<file path="config.mk">
export PLATFORM = sky130hd
export DESIGN_NAME = mod_counter_flat
export DESIGN_NICKNAME = d
export VERILOG_FILES = /design/src/rtl/mod_counter_if.sv /design/src/rtl/mod_counter.sv /design/src/flat_wrapper.sv
export SDC_FILE = /design/constraint.sdc
export NUM_CORES = 1
export LEC_CHECK = 0
export ABC_AREA = 1
export BUFFER_PORTS_ARGS = -buffer_cell sky130_fd_sc_hd__buf_2
export CAP_MARGIN = 20
export CORE_MARGIN = 3
export CORE_UTILIZATION = 56
export CTS_CLUSTER_DIAMETER = 40
export DETAILED_ROUTE_END_ITERATION = 7
export HOLD_SLACK_MARGIN = 0.12
export PLACE_DENSITY = 0.84
export SLEW_MARGIN = 20
export SYNTH_ARGS = -nofsm -noshare
export SYNTH_HDL_FRONTEND = slang
export SYNTH_SLANG_ARGS = --single-unit
</file>
<file path="constraint.sdc">
create_clock -name clk -period 3.9 [get_ports clk]
set_input_delay 0.585 -clock clk [delete_from_list [all_inputs] [get_ports clk]]
set_output_delay 0.585 -clock clk [all_outputs]
set_load 0.05 [all_outputs]
</file>
<file path="src/rtl/mod_counter_if.sv">
// Control and status bundle for mod_counter. The master drives the count
// controls and the slave (the counter) returns its count and flags.
interface mod_counter_if #(
    parameter int unsigned WIDTH = 8
);
    logic             en;
    logic             up;
    logic             clear;
    logic             load;
    logic [WIDTH-1:0] preset;
    logic             ovf_clr;
    logic [WIDTH-1:0] out;
    logic             tc;
    logic             wrapped;
    logic             ovf;

    modport master (
        output en, up, clear, load, preset, ovf_clr,
        input  out, tc, wrapped, ovf
    );

    modport slave (
        input  en, up, clear, load, preset, ovf_clr,
        output out, tc, wrapped, ovf
    );
endinterface

</file>
<file path="src/rtl/mod_counter.sv">
// Up/down modulo-MODULUS counter with clear, preset load, wrap or saturate at
// the range ends, a registered wrap pulse and a sticky overflow flag.
module mod_counter #(
    parameter int unsigned WIDTH    = 8,
    parameter int unsigned MODULUS  = 256,
    parameter bit          SATURATE = 1'b0
) (
    input logic          clk,
    input logic          reset,
    mod_counter_if.slave bus
);
    localparam logic [WIDTH-1:0] MaxVal = WIDTH'(MODULUS - 1);

    logic [WIDTH-1:0] out_q, out_d;
    logic             wrapped_q, wrapped_d;
    logic             ovf_q, ovf_d;
    logic             ovf_set;
    logic             at_top, at_bot;

    assign at_top = (out_q == MaxVal);
    assign at_bot = (out_q == '0);

    always_comb begin
        out_d     = out_q;
        wrapped_d = 1'b0;
        ovf_set   = 1'b0;
        if (bus.clear) begin
            out_d = '0;
        end else if (bus.load) begin
            // Out-of-range presets clamp to the top of the range and flag it.
            if (bus.preset > MaxVal) begin
                out_d   = MaxVal;
                ovf_set = 1'b1;
            end else begin
                out_d = bus.preset;
            end
        end else if (bus.en) begin
            if (bus.up) begin
                if (at_top) begin
                    ovf_set = 1'b1;
                    if (!SATURATE) begin
                        out_d     = '0;
                        wrapped_d = 1'b1;
                    end
                end else begin
                    out_d = out_q + WIDTH'(1);
                end
            end else begin
                if (at_bot) begin
                    ovf_set = 1'b1;
                    if (!SATURATE) begin
                        out_d     = MaxVal;
                        wrapped_d = 1'b1;
                    end
                end else begin
                    out_d = out_q - WIDTH'(1);
                end
            end
        end
        // A set event on the same edge wins over the clear request.
        ovf_d = ovf_set | (ovf_q & ~bus.ovf_clr);
    end

    always_ff @(posedge clk or negedge reset) begin
        if (!reset) begin
            out_q     <= '0;
            wrapped_q <= 1'b0;
            ovf_q     <= 1'b0;
        end else begin
            out_q     <= out_d;
            wrapped_q <= wrapped_d;
            ovf_q     <= ovf_d;
        end
    end

    always_comb begin
        bus.out     = out_q;
        bus.wrapped = wrapped_q;
        bus.ovf     = ovf_q;
        bus.tc      = bus.en & ((bus.up & at_top) | (~bus.up & at_bot));
    end
endmodule

</file>
<file path="src/flat_wrapper.sv">
// flat-port wrapper written by rule: the top's interface ports become plain ports
module mod_counter_flat 
#(
    parameter int unsigned WIDTH    = 8,
    parameter int unsigned MODULUS  = 256,
    parameter bit          SATURATE = 1'b0
)
  (clk, reset, bus_en, bus_up, bus_clear, bus_load, bus_preset, bus_ovf_clr, bus_out, bus_tc, bus_wrapped, bus_ovf);
  mod_counter_if #(.WIDTH(WIDTH)) bus_i ();
  input logic clk;
  input logic reset;
  input wire logic [$bits(bus_i.en)-1:0] bus_en;
  input wire logic [$bits(bus_i.up)-1:0] bus_up;
  input wire logic [$bits(bus_i.clear)-1:0] bus_clear;
  input wire logic [$bits(bus_i.load)-1:0] bus_load;
  input wire logic [$bits(bus_i.preset)-1:0] bus_preset;
  input wire logic [$bits(bus_i.ovf_clr)-1:0] bus_ovf_clr;
  output wire logic [$bits(bus_i.out)-1:0] bus_out;
  output wire logic [$bits(bus_i.tc)-1:0] bus_tc;
  output wire logic [$bits(bus_i.wrapped)-1:0] bus_wrapped;
  output wire logic [$bits(bus_i.ovf)-1:0] bus_ovf;
  assign bus_i.en = bus_en;
  assign bus_i.up = bus_up;
  assign bus_i.clear = bus_clear;
  assign bus_i.load = bus_load;
  assign bus_i.preset = bus_preset;
  assign bus_i.ovf_clr = bus_ovf_clr;
  assign bus_out = bus_i.out;
  assign bus_tc = bus_i.tc;
  assign bus_wrapped = bus_i.wrapped;
  assign bus_ovf = bus_i.ovf;
  mod_counter #(.WIDTH(WIDTH), .MODULUS(MODULUS), .SATURATE(SATURATE)) u_core (.clk(clk), .reset(reset), .bus(bus_i));
endmodule
</file>
# Word-level counts from Yosys, hierarchy flattened
# Cells that the tools add are included.
totals:
  regBits: 10
  inputBits: 15
  output_inout_bits: 11
  elab_cells: 33
classes:
  n_addsub: 2
  magnitude_cmp: 1
  eq_ne: 1
  mux: 16
  bitwise: 8
  n_reduce_logical: 2
op_table:
  columns: ["cell", "count"]
  rows:
  - ["two-way mux 8 bit", 7]
  - ["two-way mux 1 bit", 9]
  - ["adder 8 x 1 -> 8 bit, second input constant", 1]
  - ["== test 8 bit, second input constant", 1]
  - ["greater-than comparator 8 bit, second input constant", 1]
  - ["logical NOT 8 bit", 1]
  - ["subtractor 8 x 1 -> 8 bit, second input constant", 1]
  - ["AND 1 bit", 4]
  - ["nonzero test 3 bit", 1]
  - ["NOT 1 bit", 2]
  - ["bitwise OR 1 bit", 2]

# Depth between registers and ports, before layout
logic_depth:
  ltp_word: 7
  depth_mapped: 11
  mapped_depth_nobuf: 11

# Worst setup path before layout
# No wires, ideal clock.
synth_timing:
  path_type: "flip-flop to output port"
  from: "reg u_core.out_q[1] (netlist: u_core.bus.out[1])"
  to: "out bus_tc"
  t_arrival_ns: 1.776
  required_time_ns: 3.315
  slack_ns: 1.539
  stages_incl_launch_ff: 10
  path_buffers: 0
  cell_sequence: "dfrtp_1 -> ha_1 -> inv_1 -> nor2_2 -> nand2_2 -> nand2_1 -> inv_1 -> nor2_2 -> nand2_2 -> inv_1"
synth_via:
  elab_chain_len: 4
  elab_cells_between_ends: 6
  classes_between: "eq/ne (1); bitwise (4); reduce/logical (1)"
synth_lines:
  columns: ["element", "line", "text"]
  rows:
  - ["start: declaration", "mod_counter.sv:14", "logic [WIDTH-1:0] out_q, out_d;"]
  - ["start signal: assignment", "mod_counter.sv:70", "out_q <= out_d;"]
  - ["== test 8 bit or logical NOT 8 bit (tied branches)", "mod_counter.sv:20, mod_counter.sv:21", null]
  - ["AND 1 bit", "mod_counter.sv:80", "bus.tc = bus.en & ((bus.up & at_top) | (~bus.up & at_bot));"]
  - ["bitwise OR 1 bit (*)", "mod_counter.sv:80", null]
  - ["AND 1 bit (*)", "mod_counter.sv:80", null]
  - ["end: declaration", "flat_wrapper.sv:19", "output wire logic [$bits(bus_i.tc)-1:0] bus_tc;"]
# Every way passes the cells marked *; elsewhere a longest branch is shown, timed or not.

# Worst setup path after layout
layout_timing:
  from: "reg u_core.out_q[0] (netlist: u_core.bus.out[0])"
  to: "out bus_tc"
# The elaborated chain is that of the path after synthesis.

==> flow_metrics.tcl <==
set metrics [dict create \
    synth_top_area_share_pct 24.4 \
    fillers 159 \
    drive_above_1_share_pct 25.5 \
    crit_required_ps 3310 \
    end_kind "primary output" \
    dp_hpwl_mm 1.87 \
    total_leakage_power_nw 0.637 \
    maxSlewViolCount 0 \
    critPathLaunchType "register" \
    worst_path_dominant_cell_family "simple AND/OR/NAND/NOR gates" \
    holdCritPathClass "in2async" \
    period_share_pct 64.3 \
    fin_ws_ps 1390 \
    fin_skew_ps 6.52 \
    max_stage_delay_ps 410 \
    final_cells 212 \
    whs_ps 154 \
    grt_pass1_vias 1063 \
    post_drt_wl_per_cell_um 11.3 \
    slowest_stage "dfrtp_1" \
    grt_use_total_pct 23.3 \
    overflow 0 \
    ant_nets 0 \
    cts_buffers 3 \
    synthTopCellsByArea "dfrtp_1 (24%), nand2_1 (21%), nor2_1 (9.2%)" \
    layout_commonest_cell "nand2_1" \
    final_cell_mix "nand2_1 (56), nor2_1 (25), buf_2 (25)" \
    rsz0062_at_grt "no" \
    gp_congestion 0.886 \
    cts.sinks 10 \
    die_h_um 48.8 \
    layout.nets 207 \
    totalWireLength_mm 2.39 \
    cts_tree "done" \
    synth_cell_types 24 \
    pre_cts_slack_ps 1680 \
    critPathArrivalTime_ps 1920 \
    diodes 0 \
    ir_drop_mv 0.242 \
    top_layer_used "met4" \
    root_buffer "clkbuf_4" \
    drc_errors 0 \
    synth-warning-count 0 \
    setup_viol 0 \
    coreArea_um2 1610 \
    postCtsHoldBufs 0 \
    outcome "completed" \
    worst_pin_slew_ps 441 \
    max_freq_ghz 0.399 \
    synth_seq_area_share_pct 24.4 \
    wl_met1_mm 1.03 \
    max-cap-violations 0 \
    syn_area_per_cell_um2 6.20 \
    syn_to_final_growth_pct 12.7 \
    regArea_um2 250 \
    clk_latency_ps 280 \
    rows 14 \
    dr.pass1.iters 4 \
    period_needed_ps 2510 \
    synth_top_area_cell "dfrtp_1" \
    port_buffers 25 \
    synth_nets 183 \
    cp_max_fo 7 \
    crit_buf_inv 3 \
    relSlewSlack_pct 70.6 \
    p_per_area_nw_per_um2 334 \
    synth_area_um2 1020 \
    antenna_found_initial 0 \
    cts_buffer_depth 2 \
    h-tree-depth 1 \
    dieArea_um2 2380 \
    grt_max_degree 15 \
    multiInputGateArea_um2 641 \
    critical_path_class "reg2out" \
    path_cells "inv_1, ha_1, nand3_2, nor2_2, nor2_4, nor2_2, nand2_2, inv_1, buf_2" \
    dp.cells 208 \
    finalHoldViolations 0 \
    ioPinCount 26 \
    ys_seq_elements 10 \
    grt_pass1_wl_mm 4.38 \
    synth_cells 165 \
    post_cts_resized 0 \
    vias 1081 \
    fin_tns_setup_ps 0 \
    cts_setup_buffers 0 \
    start_util_pct 63.5 \
    routed_via_density 5.10 \
    clkTransAtPathRegs_ps 80 \
    dr_wl_met3_um 116 \
    drtIter0Drc 34 \
    die_w_um 48.8 \
    route.met2.wl_mm 1.20 \
]
flip-flops by register name (all words and copies together), names as in the netlist:
name / cells
u_core.bus.out: 8
u_core.bus.ovf: 1
u_core.bus.wrapped: 1
Yosys cell counts:
| cell | number |
|---|---|
| nand2_1 | 56 |
| nor2_1 | 25 |
| inv_1 | 18 |
| nand3_1 | 13 |
| dfrtp_1 | 10 |
| nor2_2 | 7 |
| o21ai_0 | 6 |
| buf_6 | 5 |
| nand2_2 | 4 |
| a21oi_1 | 3 |
| ha_1 | 3 |
| nor2_4 | 2 |
| o21ai_1 | 2 |
| buf_2 | 1 |
| inv_2 | 1 |
| nand3_2 | 1 |
| nand4_1 | 1 |
| nor2_8 | 1 |
| o21ai_2 | 1 |
| o22ai_2 | 1 |
| o32ai_1 | 1 |
| or2_0 | 1 |
| or2_2 | 1 |
| xnor2_1 | 1 |
metal layers:
metal | GRT usage, % | up-vias
met2 | 41.9 | 31
li1 | - | 552
met3 | 3.37 | 5
met1 | 26.0 | 493
met4 | 12.8 | 0
met5 | 0 | -
where the power goes:
part | switching [mW] | internal [mW] | leakage [nW]
logic | 0.101 | 0.0485 | 0.487
clock network | 0.0432 | 0.0569 | 0.0210
registers | 0.0228 | 0.112 | 0.130
area by class of cell:
cell class | instances | share of cell area, %
Clock buffer | 4 | 3.15
Inverter | 19 | 6.18
Multi-Input combinational cell | 130 | 55.5
Sequential cell | 10 | 21.7
Tap cell | 24 | 2.60
Timing Repair Buffer | 25 | 10.8
logic make-up after synthesis:
family	synth area share, %
DFF	24.4
adders and majority gates	3.67
buffers and inverters	13.0
xor gates and xnor gates	0.856
and+or+nand+nor	49.8
AOI/OAI and AO/OA	8.31
stage by stage:
| stage | instance area, µm² | util, % | power [mW] |
|---|---|---|---|
| final | 1150 | 71.6 | 0.385 |
| after global routing | 1150 | 71.6 | 0.415 |
| after CTS | 1150 | 71.6 | 0.386 |
| after detailed placement | 1120 | 69.3 | 0.287 |
| after global placement | 1120 | 69.3 | 0.283 |
| after floorplan | 1020 | - | 0.259 |
worst paths after layout:
path	depth (start not counted)	to	startpoint	slack [ps]
setup / recovery	9	bus_tc	u_core.bus.out[0]	1390
hold / removal	1	u_core.bus.out[5]	reset	150
setup reg to reg	10	u_core.bus.out[6]	u_core.bus.out[0]	2340
hold reg to reg	2	u_core.bus.ovf	u_core.bus.ovf	550
max in group asynchronous	1	u_core.bus.out[0]	reset	3540
min in group clk	2	u_core.bus.ovf	bus_ovf_clr	480
No activity file was read; power rests on OpenSTA's default activity.
